`src/rtl/alu_nibble_collector.sv`:
```
`default_nettype none
// ============================================================================
// Module      : alu_nibble_collector
// Description : Receiving end of the ALU test design's two 4-bit result lanes.
//               Each accepted lane pair is packed into one byte {IN2,IN1},
//               buffered in a show-ahead FIFO together with a frame-last flag,
//               and drained over a valid/ready handshake. Bytes are counted
//               into frames of FRAME_LEN words; completed frames and dropped
//               input cycles are counted.
// Optional    : ALU_COLLECTOR_CHECKSUM_EN - append an XOR checksum byte to
//               every frame (the checksum byte carries the last flag).
// Ports       : CLK, RST_N (async, active low)
//               IN_VALID/IN1/IN2/IN_READY        - lane pair input
//               OUT_VALID/OUT_DATA/OUT_LAST/OUT_READY - byte output
//               FRAME_CNT (wrapping), DROP_CNT (saturating) - status
// Revision    : 1.0 - initial release
// ============================================================================
module alu_nibble_collector #(
  parameter int DEPTH     = 4,
  parameter int FRAME_LEN = 8,
  parameter int PTR_W     = 2
) (
  input  logic       CLK,
  input  logic       RST_N,
  input  logic       IN_VALID,
  input  logic [3:0] IN1,
  input  logic [3:0] IN2,
  output logic       IN_READY,
  output logic       OUT_VALID,
  output logic [7:0] OUT_DATA,
  input  logic       OUT_READY,
  output logic       OUT_LAST,
  output logic [7:0] FRAME_CNT,
  output logic [7:0] DROP_CNT
);

  localparam logic [7:0]   C_LAST_WORD = 8'(FRAME_LEN - 1);
  localparam logic [PTR_W:0] C_PTR_ONE = (PTR_W + 1)'(1);

`ifdef ALU_COLLECTOR_CHECKSUM_EN
  typedef enum logic [0:0] {
    COLLECT = 1'b0,
    INSERT  = 1'b1
  } state_t;
`else
  typedef enum logic [0:0] {
    COLLECT = 1'b0
  } state_t;
`endif

  state_t         state_q, state_d;
  logic [8:0]     mem_q [DEPTH];
  logic [8:0]     mem_d [DEPTH];
  // Pointers carry one extra wrap bit to tell full from empty.
  logic [PTR_W:0] wr_ptr_q, wr_ptr_d;
  logic [PTR_W:0] rd_ptr_q, rd_ptr_d;
  logic [7:0]     word_cnt_q, word_cnt_d;
  logic [7:0]     frame_cnt_q, frame_cnt_d;
  logic [7:0]     drop_cnt_q, drop_cnt_d;
`ifdef ALU_COLLECTOR_CHECKSUM_EN
  logic [7:0]     csum_q, csum_d;
`endif

  logic           full;
  logic           empty;
  logic           push;
  logic           pop;
  logic [8:0]     push_entry;
  logic [8:0]     head_entry;
  logic [7:0]     in_byte;

  assign in_byte    = {IN2, IN1};
  assign empty      = (wr_ptr_q == rd_ptr_q);
  assign full       = (wr_ptr_q[PTR_W] != rd_ptr_q[PTR_W]) &&
                      (wr_ptr_q[PTR_W-1:0] == rd_ptr_q[PTR_W-1:0]);
  assign head_entry = mem_q[rd_ptr_q[PTR_W-1:0]];

  // Ready does not look ahead at a same-cycle pop.
  assign IN_READY   = !full && (state_q == COLLECT);
  assign OUT_VALID  = !empty;
  assign OUT_DATA   = empty ? 8'h00 : head_entry[7:0];
  assign OUT_LAST   = !empty && head_entry[8];
  assign FRAME_CNT  = frame_cnt_q;
  assign DROP_CNT   = drop_cnt_q;
  assign pop        = OUT_VALID && OUT_READY;

  always_comb begin
    state_d     = state_q;
    word_cnt_d  = word_cnt_q;
    frame_cnt_d = frame_cnt_q;
    drop_cnt_d  = drop_cnt_q;
    push        = 1'b0;
    push_entry  = 9'h000;
`ifdef ALU_COLLECTOR_CHECKSUM_EN
    csum_d      = csum_q;
`endif

    if (IN_VALID && !IN_READY && (drop_cnt_q != 8'hFF)) begin
      drop_cnt_d = drop_cnt_q + 8'd1;
    end

    if (IN_VALID && IN_READY) begin
      push       = 1'b1;
      push_entry = {1'b0, in_byte};
`ifdef ALU_COLLECTOR_CHECKSUM_EN
      csum_d     = csum_q ^ in_byte;
`endif
      if (word_cnt_q == C_LAST_WORD) begin
        word_cnt_d = 8'd0;
`ifdef ALU_COLLECTOR_CHECKSUM_EN
        // Final data byte stays unflagged; the checksum byte closes the frame.
        state_d = INSERT;
`else
        push_entry[8] = 1'b1;
        frame_cnt_d   = frame_cnt_q + 8'd1;
`endif
      end else begin
        word_cnt_d = word_cnt_q + 8'd1;
      end
    end

`ifdef ALU_COLLECTOR_CHECKSUM_EN
    // csum_q already includes the final data byte of the frame here.
    if ((state_q == INSERT) && !full) begin
      push        = 1'b1;
      push_entry  = {1'b1, csum_q};
      csum_d      = 8'h00;
      frame_cnt_d = frame_cnt_q + 8'd1;
      state_d     = COLLECT;
    end
`endif

    wr_ptr_d = push ? (wr_ptr_q + C_PTR_ONE) : wr_ptr_q;
    rd_ptr_d = pop  ? (rd_ptr_q + C_PTR_ONE) : rd_ptr_q;

    mem_d = mem_q;
    if (push) begin
      mem_d[wr_ptr_q[PTR_W-1:0]] = push_entry;
    end
  end

  always_ff @(posedge CLK or negedge RST_N) begin
    if (!RST_N) begin
      state_q     <= COLLECT;
      wr_ptr_q    <= '0;
      rd_ptr_q    <= '0;
      word_cnt_q  <= 8'd0;
      frame_cnt_q <= 8'd0;
      drop_cnt_q  <= 8'd0;
`ifdef ALU_COLLECTOR_CHECKSUM_EN
      csum_q      <= 8'h00;
`endif
      for (int i = 0; i < DEPTH; i++) begin
        mem_q[i] <= 9'h000;
      end
    end else begin
      state_q     <= state_d;
      wr_ptr_q    <= wr_ptr_d;
      rd_ptr_q    <= rd_ptr_d;
      word_cnt_q  <= word_cnt_d;
      frame_cnt_q <= frame_cnt_d;
      drop_cnt_q  <= drop_cnt_d;
`ifdef ALU_COLLECTOR_CHECKSUM_EN
      csum_q      <= csum_d;
`endif
      for (int i = 0; i < DEPTH; i++) begin
        mem_q[i] <= mem_d[i];
      end
    end
  end

endmodule
`default_nettype wire

```
`config.mk`:
```
export PLATFORM = sky130hd
export DESIGN_NAME = alu_nibble_collector
export DESIGN_NICKNAME = d
export VERILOG_FILES = /design/src/rtl/alu_nibble_collector.sv
export SDC_FILE = /design/constraint.sdc
export NUM_CORES = 1
export LEC_CHECK = 0
export CAP_MARGIN = 40
export CORE_MARGIN = 10
export CORE_UTILIZATION = 55
export CTS_BUF_LIST = sky130_fd_sc_hd__clkbuf_8
export CTS_CLUSTER_DIAMETER = 80
export DETAILED_ROUTE_END_ITERATION = 8
export GPL_ROUTABILITY_DRIVEN = 0
export PLACE_DENSITY_LB_ADDON = 0.08
export SLEW_MARGIN = 20
export SYNTH_ARGS = -nofsm -noshare
export SYNTH_HDL_FRONTEND = slang
export SYNTH_SLANG_ARGS = --single-unit
```
`constraint.sdc`:
```
create_clock -name CLK -period 2.65 [get_ports CLK]
set_input_delay 0.3975 -clock CLK [delete_from_list [all_inputs] [get_ports CLK]]
set_output_delay 0.3975 -clock CLK [all_outputs]
set_load 0.01 [all_outputs]
```
Yosys cells after proc, flatten, opt, wreduce, memory -nomap -nowiden
Cells that the tools add are included.
- bits in registers: 66
- bits of input ports: 12
- output and inout port bits: 27
- $add $sub $neg: 5
- bitwise logic cells: 2
- equality and inequality tests: 5
- reduce and logical (&&, ||, !) cells: 10
- $lt $le $gt $ge: 3
- multiplexer cells: 11
- operators by type and width (operator ; count):
    $bwmux 36 ; 1
    $mux 9 ; 4
    $add 8x1->8 const B ; 3
    $bmux 9 s2 ; 1
    $demux 9 s2 ; 1
    $mux 8 ; 2
    $eq 8x3->1 const B ; 1
    $ne 8x8->1 const B ; 1
    $logic_and 1x1->1 ; 7
    $add 3x1->3 const B ; 2
    $ge 3x3->1 const B ; 2
    $not 2->3 ; 2
    $eq 3x3->1 ; 1
    $lt 3x1->1 const B ; 1
    $eq 2x2->1 ; 1
    $logic_not 1->1 ; 2
    $mux 1 ; 2
    $reduce_and 2->1 ; 1
    $ne 1x1->1 ; 1

Depth between registers and ports, before layout
Gate-level depths: netlist (run 1).
- word-level depth: 6
- depth in mapped cells: 6
- depth with buffers taken out: 5

Worst setup path before layout (run 1)
Ideal clock, no wire load.
- path type: register to register
- start point: reg word_cnt_q[5]
- end point: reg frame_cnt_q[1], in the netlist FRAME_CNT[1]
- cell stages (with the launch flop): 6
- setup slack: 704 ps
- path buffers: 1
- data arrival time: 1818 ps
- required time: 2522 ps
- path through: dfrtp_1 > or4_4 > or3_1 > buf_6 > nor2_2 > mux2_1
- longest elaborated chain between the ends: 2
- ends and longest elaborated chain (element ; RTL line ; source):
    start: declaration ; 57 ; logic [7:0] word_cnt_q, word_cnt_d;
    start signal: assignment ; 160 ; word_cnt_q <= word_cnt_d;
    $eq 8x3->1 ; 108 ; if (word_cnt_q == C_LAST_WORD) begin
    $reduce_and 2->1 (no line) ; n/a ;
    end signal: assignment ; 161 ; frame_cnt_q <= frame_cnt_d;
    end: declaration ; 58 ; logic [7:0] frame_cnt_q, frame_cnt_d;
Every way passes these cells.
A chain may end at the register's enable or synchronous reset.

Final worst setup path (run 1)
- start point: reg rd_ptr_q[0]
- end point: out OUT_DATA[5]
- longest elaborated chain between the ends: 5
- elaborated cells on any way between the ends: 6
- those cells by class: eq/ne: 1; mux: 4; bitwise: 1
- ends and longest elaborated chain (element ; RTL line ; source):
    start: declaration ; 56 ; logic [PTR_W:0] rd_ptr_q, rd_ptr_d;
    start signal: assignment ; 159 ; rd_ptr_q <= rd_ptr_d;
    $not 2->3 (not written as such) ; 76 ; assign head_entry = mem_q[rd_ptr_q[PTR_W-1:0]];
    $bmux 9 s2 ; 76 ;
    $mux 9 (not written as such) (2 in a row) ; 76 ;
    $mux 8 * ; 81 ; assign OUT_DATA = empty ? 8'h00 : head_entry[7:0];
    end: declaration ; 30 ; output logic [7:0] OUT_DATA,
Mark *: on every way between the ends. The rest lies on a longest branch, timed or not. The select of a mux whose other input is x is not followed.

==> flow_metrics.env, run 1 <==
export IMPL_outcome="finished clean"
export IMPL_crit_path_start_kind="register"
export IMPL_tns_ps=0
export IMPL_routed_wl_um=6240
export IMPL_cts_tree="yes"
export IMPL_yosysTopAreaCellShare_pct=52.9
export IMPL_pin_count=39
export IMPL_synth_common_cells="66 x dfrtp_1, 40 x mux2_2, 16 x nand2_1"
export IMPL_ant_nets=0
export IMPL_min_path_type="input port to async pin"
export IMPL_synthCells=233
export IMPL_syn2layout_area_growth_pct=24.2
export IMPL_cts_sinks=66
export IMPL_crit_type="register to primary output"
export IMPL_cap_violations=0
export IMPL_grt_max_degree=33
export IMPL_drc_errors=0
export IMPL_grt_first_pass_wirelength_um=10400
export IMPL_cts_setup_buffers=0
export IMPL_synth_cell_type_count=33
export IMPL_firstDrtPassIters=4
export IMPL_synth_largest_area_cell="dfrtp_1"
export IMPL_crit_fanout=9
export IMPL_clock_path_buffers=2
export IMPL_start_util_pct=56.7
export IMPL_rows=27
export IMPL_relSlewSlack_pct=66.0
export IMPL_path_clk_slew_ps=80
export IMPL_dp_hpwl_um=4320
export IMPL_fin_util_pct=70.4
export IMPL_routedWlPerCell_um=17.3
export IMPL_syn_nets=253
export IMPL_hold_violations=0
export IMPL_fin_skew_ps=10.1
export IMPL_synth_edff_count=0
export IMPL_post_drt_via_cell_ratio=5.39
export IMPL_numCtsBuffers=9
export IMPL_yosysSeqAreaShare_pct=52.9
export IMPL_clock_latency_ps=340
export IMPL_avgSynthCellArea_um2=13.4
export IMPL_root_buffer="clkbuf_8"
export IMPL_htree_levels=3
export IMPL_synth_flop_cell="dfrtp_1"
export IMPL_crit_arrival_ps=2130
export IMPL_power_leakage_uw=0.00167
export IMPL_grt_total_usage_pct=14.7
export IMPL_fmax_mhz=395
export IMPL_drv_slew=0
export IMPL_vias=1939
export IMPL_grt_overflow_total=0
export IMPL_worst_pin_slew_ps=508
export IMPL_die_h_um=95.3
export IMPL_antenna_found_initial=0
export IMPL_crit_path_end_kind="primary output"
export IMPL_nNetsFinal=303
export IMPL_finalSetupViolCount=0
export IMPL_p_per_area_nw_per_um2=1280
export IMPL_holdWs_ps=478
export IMPL_rsz0062_at_grt="false"
export IMPL_critPathRequiredTime_ps=2250
export IMPL_yosysMostFrequentCell="dfrtp_1"
export IMPL_drive_gt1_share_pct=27.4
export IMPL_synthTopCellsByArea="dfrtp_1 53%, mux2_2 14%, mux4_2 6.5%"
export IMPL_netlist_area_um2=3120
export IMPL_io_buffers=38
export IMPL_num_antenna_cells=0
export IMPL_dr_first_iter_drc_count=99
export IMPL_grt_pass1_vias=2071
export IMPL_core_um2=5510
export IMPL_dieArea_um2=9090
export IMPL_period_needed_ps=2530
export IMPL_synth_seq_cells=66
export IMPL_peakVddDrop_mv=0.851
export IMPL_yosysWarnings=0
export IMPL_die_x_um=95.3
export IMPL_fin_crit_sh_pct=95.4
export IMPL_async_flop_share_pct=100
-- repair_timing --
item,in CTS,in global routing
hold buffers,1,0
resized for setup,1,0
setup endpoints to repair,2,0
hold endpoints to repair,12,0
-- cells by family after synthesis --
kind of cell,share of synthesized area [%]
AO/OA/AOI/OAI,2.17
XOR/XNOR,7.30
adder cells (fa/ha/maj),3.21
buffers and inverters,1.44
flip-flops,52.9
multiplexers,21.3
AND/OR/NAND/NOR,11.7
-- cell type report --
| type | instances | area, um2 |
|---|---|---|
| Clock buffer | 9 | 124 |
| Clock inverter | 7 | 118 |
| Timing Repair Buffer | 45 | 455 |
| Multi-Input combinational cell | 158 | 1420 |
| Tap cell | 72 | 90.1 |
| Sequential cell | 66 | 1650 |
| Inverter | 3 | 11.3 |
| Fill cell | 386 | 1630 |
-- sequential cells by signal, indices dropped and copies added (netlist names) --
name / count
mem_q: 36
DROP_CNT: 8
FRAME_CNT: 8
word_cnt_q: 8
rd_ptr_q: 3
wr_ptr_q: 3
-- through the flow --
step / power, uW / instance area [um2] / setup slack [ps] / instances
2_1_floorplan: 3080 / 3120 / 704 / 233
3_3_place_gp: 3900 / 3620 / 429 / 343
3_5_place_dp: 3980 / 3620 / 390 / 343
4_1_cts: 5030 / 3870 / 77.6 / 360
5_1_grt: 5290 / 3870 / 19.2 / 360
6_report: 4950 / 3870 / 121 / 360
-- where the power goes --
group          total [uW]  leakage (uW)  switching [uW]  internal, uW
sequential           1750      0.000818             324          1430
combinational        2180      0.000732             918          1270
clock                1020      0.000123             397           624
total                4950       0.00167            1640          3320
-- cells in the final DEF (no fill, tap or decap) --
cell type and count:
a32o_1 1, and2_1 9, and3_1 1, buf_12 2
buf_2 1, buf_4 4, bufinv_16 3, clkbuf_8 9
clkdlybuf4s50_1 37, clkinv_2 2, clkinv_4 2, dfrtp_1 65
dfrtp_2 1, dlygate4sd3_1 1, ha_1 8, inv_1 3
mux2_1 1, mux2_2 40, mux4_2 9, nand2_1 16
nand2_2 1, nand2b_1 1, nand3_1 13, nand4_1 6
nor2_1 5, nor2_2 1, nor3_1 6, nor3_2 1
nor3b_1 1, nor4_1 1, nor4_4 1, nor4b_1 1
o21ai_0 4, o31a_1 1, o31ai_1 1, o31ai_4 1
or3_1 1, or4_4 1, xnor2_1 15, xor2_1 11
-- final timing paths --
| kind | start | endpoint | slack (ps) | cells past startpoint |
|---|---|---|---|---|
| hold reg to reg | FRAME_CNT[7] | FRAME_CNT[7] | 480 | 1 |
| hold / removal | RST_N | mem_q[34] | 480 | 2 |
| min in group CLK | FRAME_CNT[7] | FRAME_CNT[7] | 480 | 1 |
| setup reg to reg | word_cnt_q[5] | FRAME_CNT[1] | 590 | 4 |
| setup / recovery | rd_ptr_q[0] | OUT_DATA[5] | 120 | 4 |
| max in group asynchronous | RST_N | mem_q[22] | 1570 | 3 |
-- worst max-delay path, stage by stage, from the launching register on --
cell	delay (ps)
dfrtp_2	470
buf_12	170
mux4_2	490
and2_1	180
clkdlybuf4s50_1	480
-- per-layer routing --
| metal | vias to the layer above | track usage [%] | share of wire (%) |
|---|---|---|---|
| met5 | - | 0 | 0 |
| met4 | 0 | 5.36 | 0.82 |
| met3 | 7 | 5.18 | 5.4 |
| met2 | 38 | 23.9 | 49 |
| met1 | 959 | 17.8 | 45 |
| li1 | 935 | - | - |
No activity file was read; power rests on OpenSTA's default activity.
==> run 2, diff against run 1 <==
--- a/config.mk
+++ b/config.mk
@@ -6,7 +6,8 @@
 export NUM_CORES = 1
 export LEC_CHECK = 0
 export CAP_MARGIN = 40
-export CORE_MARGIN = 10
+export CORE_ASPECT_RATIO = 1.2
+export CORE_MARGIN = 2
 export CORE_UTILIZATION = 55
 export CTS_BUF_LIST = sky130_fd_sc_hd__clkbuf_8
 export CTS_CLUSTER_DIAMETER = 80
==> constraint.sdc (replaced) <==
create_clock -name CLK -period 3 [get_ports CLK]
set_input_delay 0.45 -clock CLK [delete_from_list [all_inputs] [get_ports CLK]]
set_output_delay 0.45 -clock CLK [all_outputs]
set_load 0.01 [all_outputs]
==> run 2 against run 1 <==
  * Core utilization down 2.5 points
  * Critical path depth unchanged
  * Combinational power shrank 13%
  * Flip-flop and latch count stayed put
  * Clock skew decreased by 2.6 ps
  * Highest routed layer unchanged
  * Total power is 18% lower
  * Critical path type unchanged
  * Critical endpoint is now OUT_DATA[4]
  * Die area down 31%
  * First-iteration DRC count decreased by 17%
  * Largest cell class unchanged
  * Wire length is 12% lower
==> flow_metrics.env, run 2 (synthesized netlist as in run 1, its figures left out) <==
export IMPL_worst_pin_slew_ps=710
export IMPL_firstDrtPassIters=4
export IMPL_root_buffer="clkbuf_8"
export IMPL_p_switching_uw=1370
export IMPL_critPathRequiredTime_ps=2550
export IMPL_fmax_mhz=370
export IMPL_switching_share_pct=33.6
export IMPL_nNetsFinal=300
export IMPL_r2r_start="rd_ptr_q[0]"
export IMPL_largest_register_ff_count=36
export IMPL_routed_wl_um=5490
export IMPL_cts_tree="yes"
export IMPL_dr_first_iter_drc_count=82
export IMPL_clock_path_buffers=2
export IMPL_crit_fanout=12
export IMPL_met3_length_um=188
export IMPL_p_per_area_nw_per_um2=1080
export IMPL_hold_violations=0
export IMPL_clockPowerShare_pct=16.6
export IMPL_die_h_um=86.5
export IMPL_htree_levels=3
export IMPL_internal_power_uw=2700
export IMPL_drc_errors=0
export IMPL_numCtsBuffers=9
export IMPL_tns_ps=0
export IMPL_power_frac_comb_pct=46.4
export IMPL_final_cell_mix="66 x dfrtp_1, 40 x mux2_2, 37 x clkdlybuf4s50_1"
export IMPL_post_drt_via_cell_ratio=5.55
export IMPL_drv_slew=0
export IMPL_cts_sinks=66
export IMPL_pin_count=39
export IMPL_power_leakage_uw=0.00164
export IMPL_grt_total_usage_pct=20.0
export IMPL_grt_overflow_total=0
export IMPL_rsz0062_at_grt="false"
export IMPL_layout_commonest_cell="dfrtp_1"
export IMPL_rows=30
export IMPL_fin_skew_ps=7.44
export IMPL_grt_first_pass_wirelength_um=9430
export IMPL_cap_violations=0
export IMPL_dieArea_um2=6290
export IMPL_syn2layout_area_growth_pct=20.9
export IMPL_crit_type="register to primary output"
export IMPL_regToRegEndpoint="mem_q[13]"
export IMPL_worst_r2r_setup_slack_ps=830
export IMPL_finalSetupViolCount=0
export IMPL_min_path_type="input port to async pin"
export IMPL_seqPwrFrac_pct=37.0
export IMPL_dp_hpwl_um=3630
export IMPL_dp_cells=333
export IMPL_vias=1938
export IMPL_crit_path_end_kind="primary output"
export IMPL_clock_latency_ps=330
export IMPL_path_clk_slew_ps=70
export IMPL_stdcell_count=349
export IMPL_ant_nets=0
export IMPL_num_fill_cells=442
export IMPL_met1_length_um=2490
export IMPL_routed_wl_met2_um=2740
export IMPL_grt_pass1_vias=2005
export IMPL_peakVddDrop_mv=0.738
export IMPL_relSlewSlack_pct=52.7
export IMPL_io_buffers=38
export IMPL_routedWlPerCell_um=15.7
export IMPL_finalPower_uw=4070
export IMPL_crit_path_start_kind="register"
export IMPL_start_util_pct=56.2
export IMPL_antenna_found_initial=0
export IMPL_drive_gt1_share_pct=26.3
export IMPL_num_antenna_cells=0
export IMPL_ff2ff_path_depth=5
export IMPL_regMostFlops="mem_q"
export IMPL_top_layer="met4"
export IMPL_die_x_um=72.8
export IMPL_core_um2=5560
export IMPL_fin_crit_sh_pct=90.2
export IMPL_crit_arrival_ps=2250
export IMPL_holdBufCountCts=0
export IMPL_outcome="finished clean"
export IMPL_grt_max_degree=37
export IMPL_period_needed_ps=2700
export IMPL_fin_util_pct=67.9
run 2: worst max-delay path by stage:
stage                  start            to  depth (start not counted)
2_1_floorplan  word_cnt_q[5]  FRAME_CNT[1]                          5
5_1_grt          wr_ptr_q[2]   OUT_DATA[5]                          4
3_5_place_dp     wr_ptr_q[2]   OUT_DATA[6]                          4
6_report         wr_ptr_q[2]   OUT_DATA[4]                          4
3_3_place_gp     wr_ptr_q[2]   OUT_DATA[7]                          4
4_1_cts          wr_ptr_q[2]   OUT_DATA[4]                          4
run 2: layout make-up:
type                       count  area [um2]  share of cell area (%)
timing repair buffer          42         418                    11.1
clock inverter                 4        17.5                   0.464
sequential                    66        1650                    43.8
clock buffer                  12         165                    4.38
tap                           64        80.1                    2.12
multi-input combinational    158        1430                    37.9
inverter                       3        11.3                   0.299
run 2: repair_timing:
item / CTS / global route
setup endpoints to repair: 0 / 9
endpoints found under the hold margin: 0 / 0
setup buffers: 0 / 0
gates resized for setup: 0 / 1
run 2: stage by stage:
| stage | setup WS, ps | hold slack (ps) | instance area (um2) |
|---|---|---|---|
| finish | 295 | 161 | 3770 |
| global route | 153 | 224 | 3770 |
| CTS | 109 | 184 | 3770 |
| detailed placement | 471 | 483 | 3580 |
| global placement | 554 | 461 | 3580 |
| floorplan | 1050 | 154 | 3120 |
run 2: power groups by stage:
| stage | Clock [uW] | Sequential (uW) | Combinational, uW |
|---|---|---|---|
| 6_report | 677 | 1510 | 1890 |
| 5_1_grt | 730 | 1550 | 2080 |
| 4_1_cts | 688 | 1510 | 1920 |
| 3_5_place_dp | 0 | 1520 | 1900 |
| 3_3_place_gp | 0 | 1510 | 1870 |
| 2_1_floorplan | 0 | 1480 | 1240 |
run 2: worst max-delay path, stage by stage (launching register included):
cell             delay, ps
dfrtp_1                420
xnor2_1                400
nand3_2                360
and2_1                 260
clkdlybuf4s50_1        470
run 2: layer usage:
metal | vias up | track usage (%)
li1 | 925 | -
met1 | 972 | 26.1
met2 | 32 | 32.6
met3 | 9 | 4.42
met4 | 0 | 7.91
met5 | - | 0
==> edit 1: new RTL, config.mk and constraints of run 2 <==
The option `ALU_COLLECTOR_CHECKSUM_EN` is turned on by a define.
--- a/src/rtl/alu_nibble_collector.sv
+++ b/src/rtl/alu_nibble_collector.sv
@@ -16,4 +16,6 @@
 // Revision    : 1.0 - initial release
 // ============================================================================
+`define ALU_COLLECTOR_CHECKSUM_EN
+
 module alu_nibble_collector #(
   parameter int DEPTH     = 4,
Formal check against the unedited RTL: not equivalent (Yosys sat finds a counterexample within 10 cycles, from zero or initial values and one cycle with RST_N low).
==> edit 1 against run 2 <==
- power is 7.9% higher
- critical path depth is 1 higher
- synthesized cell count is 34% higher
- cell area is 17% higher
- routed wire length is 30% higher
- clock power is 28% higher
- die area is 17% higher
- first-iteration DRC count is 100% higher
- area after synthesis is 18% higher
- sequential cell count is 9 higher
- final cell count is 28% higher
- worst setup slack better by 42 ps
- largest cell class unchanged
==> edit 1: results (changes against run 2) <==
Global route
  • GR peak layer: met2
  • Largest net degree at the start of global routing: 48 (+30%)
  • Vias in the first global route: 2486 (+24%)
  • Met1 Use GR: 30.3% (+4.2 points)
  • Met3 Track Usage GR: 3.67% (-0.75 points)
  • First-pass GRT wire length: 12200 um (+29%)
  • Total Routing Usage GR: 21.7% (+1.7 points)
  • Grt met2 use: 33.6% (+1.1 points)

Power
  • Comb pwr share: 42.9% (-3.5 points)
  • Leakage: 1.93 nW (+18%)
  • Peak VDD IR: 0.561 mV (-24%)
  • Sw Share: 35.2% (+1.6 points)
  • Sequential Power Share: 37.4% (+0.4 points)
  • Clk. pwr: 865 uW (+28%)

Synthesis
  • Post-synthesis mux area share: 16.8% (-4.5 points)
  • Synth unique cells: 37 (+12%)
  • Synth Area in Compound Gates: 7.68% (+5.5 points)
  • Xor and xnor area share after synthesis: 6.18% (-1.1 points)
  • Top cells by area, synth: dfrtp_1 (51%), mux2_2 (11%), mux4_2 (5.5%), xnor2_1 (3.3%), nand2_1 (3.2%)
  • Synth Area in Adders: 2.72% (-0.49 points)
  • Synth top cells by count: dfrtp_1 (75), mux2_2 (37), nand2_1 (31)
  • Register area share after synthesis: 51.0% (-2.0 points)
  • Post-Syn Instances: 312 (+34%)
  • Synthesized Nets: 332 (+31%)

Detailed routing
  • Initial DRC count: 168 (+100%)
  • Met3 wire length: 209 um (+11%)
  • DR WL/cell: 16.0 um (+1.6%)
  • WL met1: 3410 um (+37%)
  • DR top layer: met4
  • Drt via density: 5.56 (+0.17%)
  • Met2 wire length: 3420 um (+25%)

Setup path
  • Worst Path Arrival: 2210 ps (-40 ps)

Place
  • Pre-CTS WS: 432 ps (-39.3 ps)
  • DPL Wire Length: 4880 um (+34%)
  • Dpl cell area: 4180 um2 (+17%)
  • Placed insts: 431 (+29%)

Final layout
  • Final cell count without fillers: 448 (+28%)
  • Share of layout cells above drive strength 1: 22.3% (-4.0 points)
  • Largest register FFs: 36 (unchanged)
  • Fillers: 502 (+14%)
  • Nets: 378 (+26%)
  • Most flop-heavy register: mem_q

Timing
  • Max-slew headroom: 56.1% (+3.4 points)
  • Final Max Tran Viols: 0 (unchanged)
  • Clock skew: 10.2 ps (+2.78 ps)

Clock tree
  • CTS resizes: 0 (unchanged)
  • Root Driver: clkbuf_8
  • Clk slew on worst S/H paths: about 80 ps
  • Worst-Skew Late Latency: 350 ps (+20 ps)

Run status
  • Outcome: finished, final reports clean
==> edit 1: cell count changes in the layout (fill, tap and decap cells not counted), moves of 4 or more <==
cell and delta:
dfrtp_1 +9, a21oi_1 +8, a22o_1 +4, o21a_1 +8
and2_1 +8, o21ai_0 +7, nor2_1 +13, buf_4 +6
nand2_1 +15, o211ai_2 +4
==> edit 1: logic make-up (layout without fill, tap and decap cells) <==
kind of cell,after synthesis,in the layout
and+or+nand+nor,99,99
DFF,75,75
muxes,46,46
AOI/OAI and AO/OA,40,40
xor gates and xnor gates,26,26
buffers and inverters,18,69
adders and majority gates,8,8
==> edit 1: path summary, 6_finish.rpt <==
path	start	to	slack, ps	cells after the start
max in group asynchronous	RST_N	mem_q[18]	2200	2
setup / recovery	wr_ptr_q[1]	OUT_LAST	340	5
hold reg to reg	FRAME_CNT[7]	FRAME_CNT[7]	470	1
setup reg to reg	wr_ptr_q[1]	mem_q[7]	750	4
min in group CLK	FRAME_CNT[7]	FRAME_CNT[7]	470	1
hold / removal	RST_N	word_cnt_q[6]	120	1
==> edit 1: layout make-up <==
class | count | area, um2 | share of cell area [%]
Clock buffer | 9 | 124 | 2.81
Clock inverter | 7 | 100 | 2.27
Inverter | 5 | 18.8 | 0.426
Multi-Input combinational cell | 219 | 1720 | 39.0
Sequential cell | 75 | 1880 | 42.6
Tap cell | 85 | 106 | 2.41
Timing Repair Buffer | 48 | 463 | 10.5
==> edit 1: repair_timing <==
item	in CTS	in global routing
buffers inserted	0	1
hold buffers	0	0
endpoints found under the setup margin	0	9
==> edit 1: worst max-delay path, cell delays in order, from the launching register on <==
cell	delay [ps]
dfrtp_1	430
xnor2_1	460
nand3b_1	130
buf_4	210
and2_1	160
clkdlybuf4s50_1	480
==> edit 2: new RTL, settings of run 2 <==
Made on the original files. Make the reset (`RST_N`) synchronous in one clocked block. Comments in the files are not updated.
--- a/src/rtl/alu_nibble_collector.sv
+++ b/src/rtl/alu_nibble_collector.sv
@@ -140,5 +140,5 @@
   end
 
-  always_ff @(posedge CLK or negedge RST_N) begin
+  always_ff @(posedge CLK) begin
     if (!RST_N) begin
       state_q     <= COLLECT;
Behaviour: differs if RST_N is asserted again (counterexample within 4 cycles, from zero or initial values and one cycle with RST_N low); with RST_N held inactive, the same outputs for 10 cycles.
==> edit 2 against run 2 <==
- routed wire length is 20% higher
- area after synthesis decreased by 1.6%
- worst setup slack improved by 28 ps
- largest cell class is now multi-input combinational cells
- cell area grew 0.86%
- fmax rose by 1.1%
- synthesized cell count rose by 42%
- critical endpoint is now IN_READY
- sequential cell count stayed put
Power is not compared: it rests on default switching activity, and its combinational part moved more than twofold at a synthesized area within 25%.
==> edit 2: results (changes against run 2) <==
Run status
  • Outcome: finished, final reports clean

Synthesis
  • Yosys Warn Count: 0 (unchanged)
  • Register area share after synthesis: 43.0% (-9.9 points)
  • Synthesized Nets: 352 (+39%)
  • Post-synth EDFFs: 0 (unchanged)
  • Asr flop ratio synth: 0% (-100 points)
  • Synth unique cells: 39 (+18%)
  • Synth top cells by count: dfxtp_1 (66), nand3_1 (34), nand2_1 (33)
  • Top cells by area, synth: dfxtp_1 (43%), mux4_2 (6.6%), nand3_1 (5.5%), o21ai_0 (5.1%), mux2i_1 (4.2%)

Clock tree
  • Inserted Clock Buffers: 9 (unchanged)
  • Worst-Skew Late Latency: roughly 340 ps
  • Clk slew on worst S/H paths: 70 ps (about the same)
  • CTS resizes: 0 (unchanged)
  • Clock tree buffer depth: 2 (unchanged)
  • Setup bufs post-CTS: 0 (unchanged)
  • H-Tree Depth: 3 (unchanged)
  • Root Driver: clkbuf_8

Place
  • Pre-CTS WS: 545 ps (+73.2 ps)
  • DPL Wire Length: 4370 um (+20%)
  • Buffers on Ports: 38 (unchanged)

Setup path
  • Reg-to-reg slack, setup: 710 ps (-120 ps)
  • FF-to-FF End: DROP_CNT[4]
  • Reg-to-Reg Start: rd_ptr_q[2]
  • Worst Path Arrival: 2230 ps (-20 ps)
  • Crit-path max FO: 12 (unchanged)
  • Critical path class: reg -> out
  • R2R cell count: 4 (-1)

Global route
  • Vias in the first global route: 2426 (+21%)
  • First-pass GRT wire length: 10900 um (+16%)
  • Total Routing Usage GR: 22.5% (+2.5 points)
  • Antenna violations before repair: 0 (unchanged)
  • Largest net degree at the start of global routing: 60 (+62%)

Detailed routing
  • Pre-antenna DRT Iters: 4 (unchanged)
  • Initial DRC count: 149 (+82%)
  • Routed vias: 2595 (+34%)
  • DR WL/cell: 14.9 um (-5.4%)

Timing
  • Tcrit/Tclk final: 89.2% (-0.94 points)
  • Clock skew: 6.49 ps (-0.948 ps)
  • Worst-margin pin slew: 718 ps (+8.39 ps)

Final layout
  • Most flop-heavy register: mem_q
  • Share of layout cells above drive strength 1: 12.1% (-14 points)
  • Ant. Diodes: 0 (unchanged)
  • Largest register FFs: 36 (unchanged)
  • Nets: 394 (+31%)

Min path
  • Hold Path Depth: 3
  • Hold Startpoint: RST_N
  • HP Class: in -> reg
  • WHS Endpoint: rd_ptr_q[2]

Power
  • Peak VDD IR: about 0.40 mV
  • Leakage: around 1.4 nW
[edit 2: changes by cell type in the layout (fill, tap and decap cells not counted), sizes merged, moves of 16 or more]
cell,run 2,this run
dfrtp,66,0
dfxtp,0,66
nand3,13,34
mux2,41,0
a21oi,0,18
o21ai,4,31
nand2,17,33
[edit 2: metrics by stage]
stage                     hold WS, ps  total power [mW]  cells  area (um2)  utilization, %
after detailed placement          453              1.32    424        3570            66.9
after global placement            443              1.31    423        3550            66.5
after floorplan                   435              1.15    332        3070               -
final                             418              2.12    441        3800            71.3
after CTS                         465              2.14    440        3790            71.1
after global routing              461              2.21    441        3800            71.3
[edit 2: final cells by class]
| class | count | area, um2 |
|---|---|---|
| Tap cell | 62 | 77.6 |
| Timing Repair Buffer | 53 | 512 |
| Inverter | 8 | 30.0 |
| Sequential cell | 66 | 1320 |
| Clock buffer | 10 | 138 |
| Fill cell | 415 | 1530 |
| Multi-Input combinational cell | 236 | 1650 |
| Clock inverter | 6 | 81.3 |
[edit 2: kinds of logic (layout without fill, tap and decap cells)]
logic type,after synthesis,count (layout),synth area share [%]
flip-flops,66,66,43.0
buffers and inverters,30,77,3.75
XOR/XNOR,8,8,2.28
multiplexers,22,22,10.8
AO/OA/AOI/OAI,75,75,15.4
AND/OR/NAND/NOR,123,123,21.5
adder cells (fa/ha/maj),8,8,3.26
[edit 2: worst max-delay path by stage]
stage / endpoint
5_1_grt: OUT_DATA[1]
4_1_cts: OUT_DATA[1]
6_report: IN_READY
3_3_place_gp: DROP_CNT[3]
3_5_place_dp: DROP_CNT[4]
2_1_floorplan: OUT_DATA[0]
[edit 2: report_power, final]
group / total [mW] / leakage (nW) / switching [mW] / internal (mW)
clock: 0.821 / 0.113 / 0.336 / 0.484
combinational: 0.367 / 0.729 / 0.187 / 0.180
sequential: 0.936 / 0.534 / 0.0297 / 0.907
total: 2.12 / 1.38 / 0.553 / 1.57
[edit 2: worst max-delay path, cell delays in order, from the launching register on]
cell             delay (ps)
dfxtp_1                 350
xnor2_1                 600
nor3_1                  130
buf_4                   200
inv_1                    70
clkdlybuf4s50_1         530
[edit 2: routing by layer]
metal	part of all wire, %	GRT usage, %	up-vias	routed length [um]
met3	3.7	5.76	10	242
met2	50	37.1	52	3310
met5	0	0	-	0
li1	-	-	1316	-
met4	1.4	8.92	0	90
met1	44	28.0	1217	2920
